<file path="src/rtl/fpu_defs_fmac.sv">
// Shared FMAC definitions: default float format and the multiplier FSM encoding.
// Both the iterative multiplier and the downstream normaliser import this package.
package fpu_defs_fmac;

  localparam int C_MANT = 23;
  localparam int C_EXP  = 8;
  localparam int C_BIAS = 127;

  typedef enum logic [1:0] {
    S_IDLE = 2'd0,
    S_MULT = 2'd1,
    S_DONE = 2'd2
  } state_e;

endpackage

</file>
<file path="src/rtl/fpu_mult_iter_fmac.sv">
// Iterative radix-4 mantissa multiplier for the FMAC path: two multiplier bits
// per cycle, LSB first, with exponent sum and product sign computed at start.
module fpu_mult_iter_fmac
  import fpu_defs_fmac::state_e, fpu_defs_fmac::S_IDLE, fpu_defs_fmac::S_MULT, fpu_defs_fmac::S_DONE;
#(
  parameter int C_MANT = fpu_defs_fmac::C_MANT,
  parameter int C_EXP  = fpu_defs_fmac::C_EXP,
  parameter int C_BIAS = fpu_defs_fmac::C_BIAS
) (
  input  logic                  Clk_CI,
  input  logic                  Rst_RBI,
  input  logic                  Start_SI,
  input  logic                  Flush_SI,
  input  logic [C_MANT:0]       Mant_b_DI,
  input  logic [C_MANT:0]       Mant_c_DI,
  input  logic [C_EXP-1:0]      Exp_b_DI,
  input  logic [C_EXP-1:0]      Exp_c_DI,
  input  logic                  Sign_b_DI,
  input  logic                  Sign_c_DI,
  input  logic                  Ready_SI,
  output logic [2*C_MANT+1:0]   Mant_prod_DO,
  output logic [C_EXP+1:0]      Exp_prod_DO,
  output logic                  Sign_prod_DO,
  output logic                  Valid_SO,
  output logic                  Busy_SO
);

  localparam int C_ITER   = (C_MANT + 2) / 2;
  localparam int C_CNT_W  = $clog2(C_ITER + 1);
  localparam int C_PROD_W = 2 * C_MANT + 2;
  localparam int C_PP_W   = C_MANT + 3;
  localparam int C_DIG_W  = 2 * C_ITER;

  localparam logic [C_CNT_W-1:0] C_LAST   = C_CNT_W'(C_ITER);
  localparam logic [C_EXP+1:0]   C_BIAS_V = (C_EXP + 2)'(C_BIAS);

  state_e               r_state;
  state_e               w_nextState;

  logic [C_MANT:0]      r_mb;
  logic [C_PP_W-1:0]    r_mb3;
  logic [C_DIG_W-1:0]   r_mc;
  logic [C_PROD_W-1:0]  r_acc;
  logic [C_EXP+1:0]     r_exp;
  logic                 r_sign;
  logic [C_CNT_W-1:0]   r_cnt;

  logic [C_EXP+1:0]     w_expSum;
  logic [C_PP_W-1:0]    w_mb3;
  logic                 w_zero;
  logic [C_PP_W-1:0]    w_pp;
  logic [C_PROD_W-1:0]  w_addend;

  always_ff @(posedge Clk_CI or negedge Rst_RBI) begin
    if (!Rst_RBI) begin
      r_state <= S_IDLE;
    end else begin
      r_state <= w_nextState;
    end
  end

  // Flush wins over everything; DONE never accepts a new start on its way out.
  always_comb begin
    w_nextState = r_state;
    if (Flush_SI) begin
      w_nextState = S_IDLE;
    end else begin
      unique case (r_state)
        S_IDLE:  if (Start_SI) w_nextState = S_MULT;
        S_MULT:  if (r_cnt == C_LAST) w_nextState = S_DONE;
        S_DONE:  if (Ready_SI) w_nextState = S_IDLE;
        default: w_nextState = S_IDLE;
      endcase
    end
  end

  always_comb begin
    Valid_SO = (r_state == S_DONE);
    Busy_SO  = (r_state != S_IDLE);
  end

  assign Mant_prod_DO = r_acc;
  assign Exp_prod_DO  = r_exp;
  assign Sign_prod_DO = r_sign;

  // Exponent is kept two bits wider so both overflow and underflow stay visible.
  assign w_expSum = {2'b00, Exp_b_DI} + {2'b00, Exp_c_DI} - C_BIAS_V;
  assign w_mb3    = C_PP_W'(Mant_b_DI) + (C_PP_W'(Mant_b_DI) << 1);
  assign w_zero   = (r_cnt == '0) && ((r_mb == '0) || (r_mc == '0));

  always_comb begin
    w_pp = '0;
    unique case (r_mc[1:0])
      2'd0: w_pp = '0;
      2'd1: w_pp = C_PP_W'(r_mb);
      2'd2: w_pp = C_PP_W'(r_mb) << 1;
      2'd3: w_pp = r_mb3;
      default: w_pp = '0;
    endcase
  end

  assign w_addend = C_PROD_W'(w_pp) << {r_cnt, 1'b0};

  // The counter stops at C_LAST; a zero operand jumps it there so the product stays 0.
  always_ff @(posedge Clk_CI or negedge Rst_RBI) begin
    if (!Rst_RBI) begin
      r_mb   <= '0;
      r_mb3  <= '0;
      r_mc   <= '0;
      r_acc  <= '0;
      r_exp  <= '0;
      r_sign <= 1'b0;
      r_cnt  <= '0;
    end else if (Flush_SI) begin
      r_acc <= '0;
      r_cnt <= '0;
    end else begin
      unique case (r_state)
        S_IDLE: begin
          if (Start_SI) begin
            r_mb   <= Mant_b_DI;
            r_mb3  <= w_mb3;
            r_mc   <= C_DIG_W'(Mant_c_DI);
            r_exp  <= w_expSum;
            r_sign <= Sign_b_DI ^ Sign_c_DI;
            r_acc  <= '0;
            r_cnt  <= '0;
          end
        end
        S_MULT: begin
          if (r_cnt < C_LAST) begin
            if (w_zero) begin
              r_cnt <= C_LAST;
            end else begin
              r_acc <= r_acc + w_addend;
              r_mc  <= r_mc >> 2;
              r_cnt <= r_cnt + C_CNT_W'(1);
            end
          end
        end
        default: begin
        end
      endcase
    end
  end

endmodule
</file>
<file path="config.mk">
export PLATFORM = sky130hd
export DESIGN_NAME = fpu_mult_iter_fmac
export DESIGN_NICKNAME = d
export VERILOG_FILES = /design/src/rtl/fpu_defs_fmac.sv /design/src/rtl/fpu_mult_iter_fmac.sv
export SDC_FILE = /design/constraint.sdc
export NUM_CORES = 1
export LEC_CHECK = 0
export CORE_MARGIN = 3
export CORE_UTILIZATION = 30
export CTS_CLUSTER_DIAMETER = 120
export CTS_CLUSTER_SIZE = 40
export DETAILED_ROUTE_END_ITERATION = 16
export HOLD_SLACK_MARGIN = 0.15
export PLACE_DENSITY = 0.46
export SYNTH_ARGS = -nofsm -noshare
export SYNTH_HDL_FRONTEND = slang
export SYNTH_SLANG_ARGS = --single-unit
</file>
<file path="constraint.sdc">
create_clock -name Clk_CI -period 5.1 [get_ports Clk_CI]
set_clock_uncertainty 0.1 [all_clocks]
set_input_delay 0.51 -clock Clk_CI [delete_from_list [all_inputs] [get_ports Clk_CI]]
set_output_delay 0.51 -clock Clk_CI [all_outputs]
set_load 0.01 [all_outputs]
</file>
Word level (Yosys, flattened, before mapping)
Cells that the tools add are included.

word-level totals
  output and inout port bits = 61
  input bits = 71
  register bits = 139
  logic and storage cells = 66

cells by class
  add/subtract/negate cells = 5
  reduce and logical (&&, ||, !) cells = 15
  mux-type cells = 20
  $lt $le $gt $ge = 1
  shifts and indexed selects = 1
  bitwise operators = 2
  equality and inequality tests = 14

operators with widths
  kind                                                  count
  two-way mux 48 bit                                    4
  case mux 26 bit (4 select lines)                      1
  case mux 48 bit (2 select lines)                      1
  two-way mux 24 bit                                    3
  adder 48 bit                                          1
  zero test 24 bit                                      2
  case mux 24 bit (2 select lines)                      1
  left shift 26 x 5 -> 48 bit                           1
  adder 24 x 25 -> 26 bit                               1
  two-way mux 4 bit                                     4
  inequality test 3 bit (second input constant)         5
  subtractor 9 x 7 -> 10 bit (second input constant)    1
  adder 8 x 8 -> 9 bit                                  1
  AND reduction 3 bit                                   3
  two-way mux 2 bit                                     4
  case mux 4 bit (2 select lines)                       1
  equality test 2 bit (second input constant)           3
  inequality test 2 bit (second input constant)         3
  case mux 2 bit (3 select lines)                       1
  AND reduction 5 bit                                   1
  adder 4 x 1 -> 4 bit (second input constant)          1
  equality test 2 x 1 -> 1 bit (second input constant)  2
  equality test 4 bit (second input constant)           1
  zero test 2 bit                                       2
  other kinds (9)                                       10

Longest topological paths before layout
  depth after elaboration = 8
  gate-level depth with buffers = 23
  mapped depth without buffers = 20

Worst setup path before layout
Ideal clock, no wire load.

  kind = register to register
  from = register r_mc[0]
  to = register r_acc[40], in the netlist Mant_prod_DO[40]
  required time = 4.869 ns
  buffers on the path = 2
  setup slack = 0.872 ns
  arrival = 3.997 ns
  library setup time = 0.131 ns
  cell stages (with the launch flop) = 20
  cell sequence = dfrtp_1 buf_2 buf_1 mux2_2 a22o_1 mux2i_1 mux2i_1 o21ai_0 nor2_1 ha_1 a21oi_1 o21ai_0 nor3_2 a21oi_4 a211oi_1 o21ai_2 a31oi_1 o21bai_1 xnor2_1 o21ai_1

between the ends
  cells in the longest elaborated chain, start to end = 8

RTL lines
  what                                               line                       text
  start, declared                                    fpu_mult_iter_fmac.sv:42   logic [C_DIG_W-1:0] r_mc;
  start signal, assigned                             fpu_mult_iter_fmac.sv:123  r_mc <= C_DIG_W'(Mant_c_DI);
  start signal, assigned                             fpu_mult_iter_fmac.sv:136  r_mc <= r_mc >> 2;
  equality test 2 bit, or another cell as far along  fpu_mult_iter_fmac.sv:93   unique case (r_mc[1:0])
  case mux 26 bit (4 select lines)                   fpu_mult_iter_fmac.sv:93
  left shift 26 x 5 -> 48 bit                        fpu_mult_iter_fmac.sv:102  assign w_addend = C_PROD_W'(w_pp) << {r_cnt, 1'b0};
  adder 48 bit                                       fpu_mult_iter_fmac.sv:135  r_acc <= r_acc + w_addend;
  two-way mux 48 bit                                 fpu_mult_iter_fmac.sv:132  if (w_zero) begin
  two-way mux 48 bit                                 fpu_mult_iter_fmac.sv:131  if (r_cnt < C_LAST) begin
  case mux 48 bit (2 select lines)                   fpu_mult_iter_fmac.sv:118  unique case (r_state)
  two-way mux 48 bit                                 fpu_mult_iter_fmac.sv:114  end else if (Flush_SI) begin
  end signal, assigned                               fpu_mult_iter_fmac.sv:135
  end, declared                                      fpu_mult_iter_fmac.sv:43   logic [C_PROD_W-1:0] r_acc;

Parallel ways exist; a longest one is shown, timed or not. The select of a mux whose other input is x is not followed.
A chain may end at the register's enable or synchronous reset.

Worst setup path in the final report
  from = register r_mc[0]
  to = register r_acc[42], in the netlist Mant_prod_DO[42]

The elaborated chain is that of the path after synthesis.

==> flow_summary_export.csv <==
group,metric,value,unit
run_status,outcome,"finished, final reports clean",
worst_hold_path,min_path_type,"flip-flop to flip-flop",
placement,hpwl,25.2,mm
floorplanning,core_area,36000,µm²
timing,hold_viol,0,
synth,synth_top_cells_by_count,"nand2_1, dfrtp_1, o21ai_0, ha_1, nor2_1",
synth,seq_area_frac_synth,31.1,%
synth,yosys_warnings,0,
detailed_routing,finalWirelength,32.6,mm
setup_path,arrival,5.03,ns
pwr,power_density,290,nW/µm²
synth,synth_area,11100,µm²
synth,synth_flop_cell,"dfrtp_1",
worst_hold_path,holdPathEnd,"r_mb3[4]",
setup_path,slowest_stage,"dfrtp_2",
synth,synth_edf_count,0,
detailed_routing,dr.pass1.iters,5,
floorplanning,die_x,198,µm
synth,synthArstFlopShare,100,%
setup_path,reg2reg_to,"Mant_prod_DO[42]",
timing,tns,0,ns
timing,worst_hold_slack,0.370,ns
placement,gp_congestion,0.841,
detailed_routing,wl_met3,1.10,mm
timing,clock.fmax,210,MHz
setup_path,r2r_slack,0.35,ns
finish,drive_gt1_share,7.36,%
placement,portBuffers,131,
synth,avgSynthCellArea,8.30,µm²
finish,final.fill_count,3757,
clock_network,clk_pin_slew_worst_paths,0.06,ns
floorplanning,start_util,30.8,%
detailed_routing,drt.antenna.violating_nets,0,
grt,grt_pass1_wl,53.2,mm
detailed_routing,wl_met2,14.9,mm
setup_path,path_cells,"buf_4 > mux2_2 > a22o_1 > mux2i_1 > mux2i_1 > o21ai_0 > nor2_1 > ha_1 > a21oi_1 > o21ai_1 > a21oi_1 > nor2b_1 > a211oi_2 > o31ai_4 > a21oi_2 > o21ai_1 > mux2_1 > nand2_1",
finish,final_net_count,1604,
setup_path,critical_path_class,"flip-flop to flip-flop",
setup_path,path_max_fanout,16,
setup_path,reg2reg_depth,18,
setup_path,worstPathRequired,5.38,ns
clock_network,cts_tree,"built",
grt,grt_max_degree,94,
detailed_routing,routedWlPerCell,17.0,µm
pwr,leakagePower,6.17,nW
synth,yosysTopAreaCell,"dfrtp_1",
timing,rsz0062_at_grt,"false",
floorplanning,fp.dieH,198,µm
setup_path,start_kind,"flip-flop",
detailed_routing,route.detailed.drc,0,
detailed_routing,routed_via_density,5.12,
finish,diodes,0,
clock_network,clock_latency,0.44,ns
floorplanning,fp.dieArea,39400,µm²
finish,syn2layout_area_growth,22.5,%
flow_run,drv_cap,0,
detailed_routing,wl_met1,16.2,mm
grt,grt_pass1_vias,9884,
timing,fin_crit_sh,93.2,%
grt,track_usage,16.8,%
synth,synthCells,1338,
synth,netlist.area_leader.share,31.1,%
synth,yosys-top-cells-area,"dfrtp_1, ha_1, nand2_1",
clock_network,numCtsBuffers,17,
detailed_routing,num_vias,9806,
synth,synth.most_common_cell,"nand2_1",
synth,syn_nets,1502,
timing,report.final.slew_viol_count,0,
timing,max_slew_margin,37.4,%
detailed_routing,drt-initial-drc-count,515,
worst_hold_path,min-delay-start,"r_mb3[4]",
clock_network,cts_root_buffer,"clkbuf_16",
clock_network,numClockSinks,138,
clock_network,clockBufferDepth,2,
floorplanning,ioPinCount,132,
floorplanning,rows,69,
timing,fin_crit,4.75,ns
grt,antenna_found_initial,0,
clock_network,htreeDepth,4,
pwr,vdd_drop_max,0.000221,V
detailed_routing,top_layer,"met4",
setup_path,critPathMaxStageDelay,0.58,ns
timing,setup_viol,0,
grt,grt.overflow.total,0,
timing,worst-slew-pin-transition,0.932,ns
synth,synth.ff_latch_count,138,
setup_path,r2r-start,"r_mc[0]",
setup_path,crit_path_end_kind,"flip-flop",
synth,ys_types,69,
worst_hold_path,whs_path_depth,2,
worst max path at each step:
stage               startpoint                to  depth (start not counted)  slack (ns)
global placement       r_mc[0]  Mant_prod_DO[45]                         18        0.19
detailed placement     r_mc[0]  Mant_prod_DO[42]                         18        0.11
global route           r_mc[0]  Mant_prod_DO[43]                         20       0.007
floorplan              r_mc[0]  Mant_prod_DO[40]                         19        0.87
finish                 r_mc[0]  Mant_prod_DO[42]                         18        0.35
CTS                    r_mc[0]  Mant_prod_DO[45]                         18        0.10
metal layers:
metal	track usage (%)	vias up
li1	-	5010
met1	23.7	4594
met2	26.9	175
met3	2.93	27
met4	4.38	0
met5	0	-
registers in the layout (all words and copies together), names as in the netlist:
register,count
r_cnt,4
r_state,2
r_mc,24
r_mb,24
Sign_prod_DO,1
Mant_prod_DO,48
Exp_prod_DO,10
r_mb3,25
cells by family (layout without fill, tap and decap cells):
group                      after synthesis  after routing  synth area share [%]
and+or+nand+nor                        440            440                  17.4
DFF                                    138            138                  31.1
buffers and inverters                  107            222                  3.66
adders and majority gates               93             93                  10.7
xor gates and xnor gates                69             69                  5.44
AOI/OAI and AO/OA                      390            390                  22.3
muxes                                  101            101                  9.39
repair_timing:
item                                   in CTS  in global routing
hold buffers                                1                  0
endpoints found under the hold margin      36                  0
buffers inserted                            0                  0
setup endpoints to repair                   0                 16
resized for setup                           0                  1
cells in the final DEF (no fill, tap or decap), types with 12 or more instances in the layout:
master and instances:
clkbuf_16 17, o21bai_1 12, dfrtp_1 137, mux2_2 24, nor2_1 81, nand2_1 241, inv_1 27, nand4_1 22
nand2b_1 13, a21oi_1 73, xnor2_1 37, nor4_1 12, ha_1 90, clkdlybuf4s50_1 130, buf_4 29, xor2_1 32
nand3_1 22, o21ai_1 19, nor2b_1 13, o21ai_0 127, mux2i_1 76, o22ai_1 12, a22o_1 28, a21o_1 42
critical path, delay by kind of cell (launching register included):
family / cells / cell delay (ns)
buffers and inverters: 1 / 0.28
and+or+nand+nor: 3 / 0.40
DFF: 1 / 0.58
adders and majority gates: 1 / 0.42
AOI/OAI and AO/OA: 9 / 1.84
muxes: 4 / 1.05
per-stage QoR:
step | power [mW] | instances | cell area, µm² | setup slack [ns] | utilization [%]
after detailed placement | 2.54 | 1881 | 12900 | 0.105 | 35.9
after floorplan | 2.11 | 1338 | 11100 | 0.872 | -
after global placement | 2.53 | 1881 | 12900 | 0.189 | 35.9
after CTS | 4.00 | 1914 | 13600 | 0.101 | 37.8
after global routing | 4.20 | 1914 | 13600 | 0.00687 | 37.8
final | 3.95 | 1914 | 13600 | 0.346 | 37.8
area by class of cell:
| cell class | instances | area [µm²] | share of cell area, % |
|---|---|---|---|
| Sequential cell | 138 | 3450 | 25.4 |
| Multi-Input combinational cell | 1093 | 7260 | 53.4 |
| Inverter | 29 | 109 | 0.800 |
| Clock buffer | 20 | 437 | 3.21 |
| Timing Repair Buffer | 161 | 1540 | 11.3 |
| Clock inverter | 12 | 221 | 1.63 |
| Tap cell | 461 | 577 | 4.24 |
power by group:
group / switching [mW] / internal [mW]
logic: 0.626 / 0.517
clock network: 0.515 / 0.917
registers: 0.135 / 1.24
No activity file was read; power rests on OpenSTA's default activity.
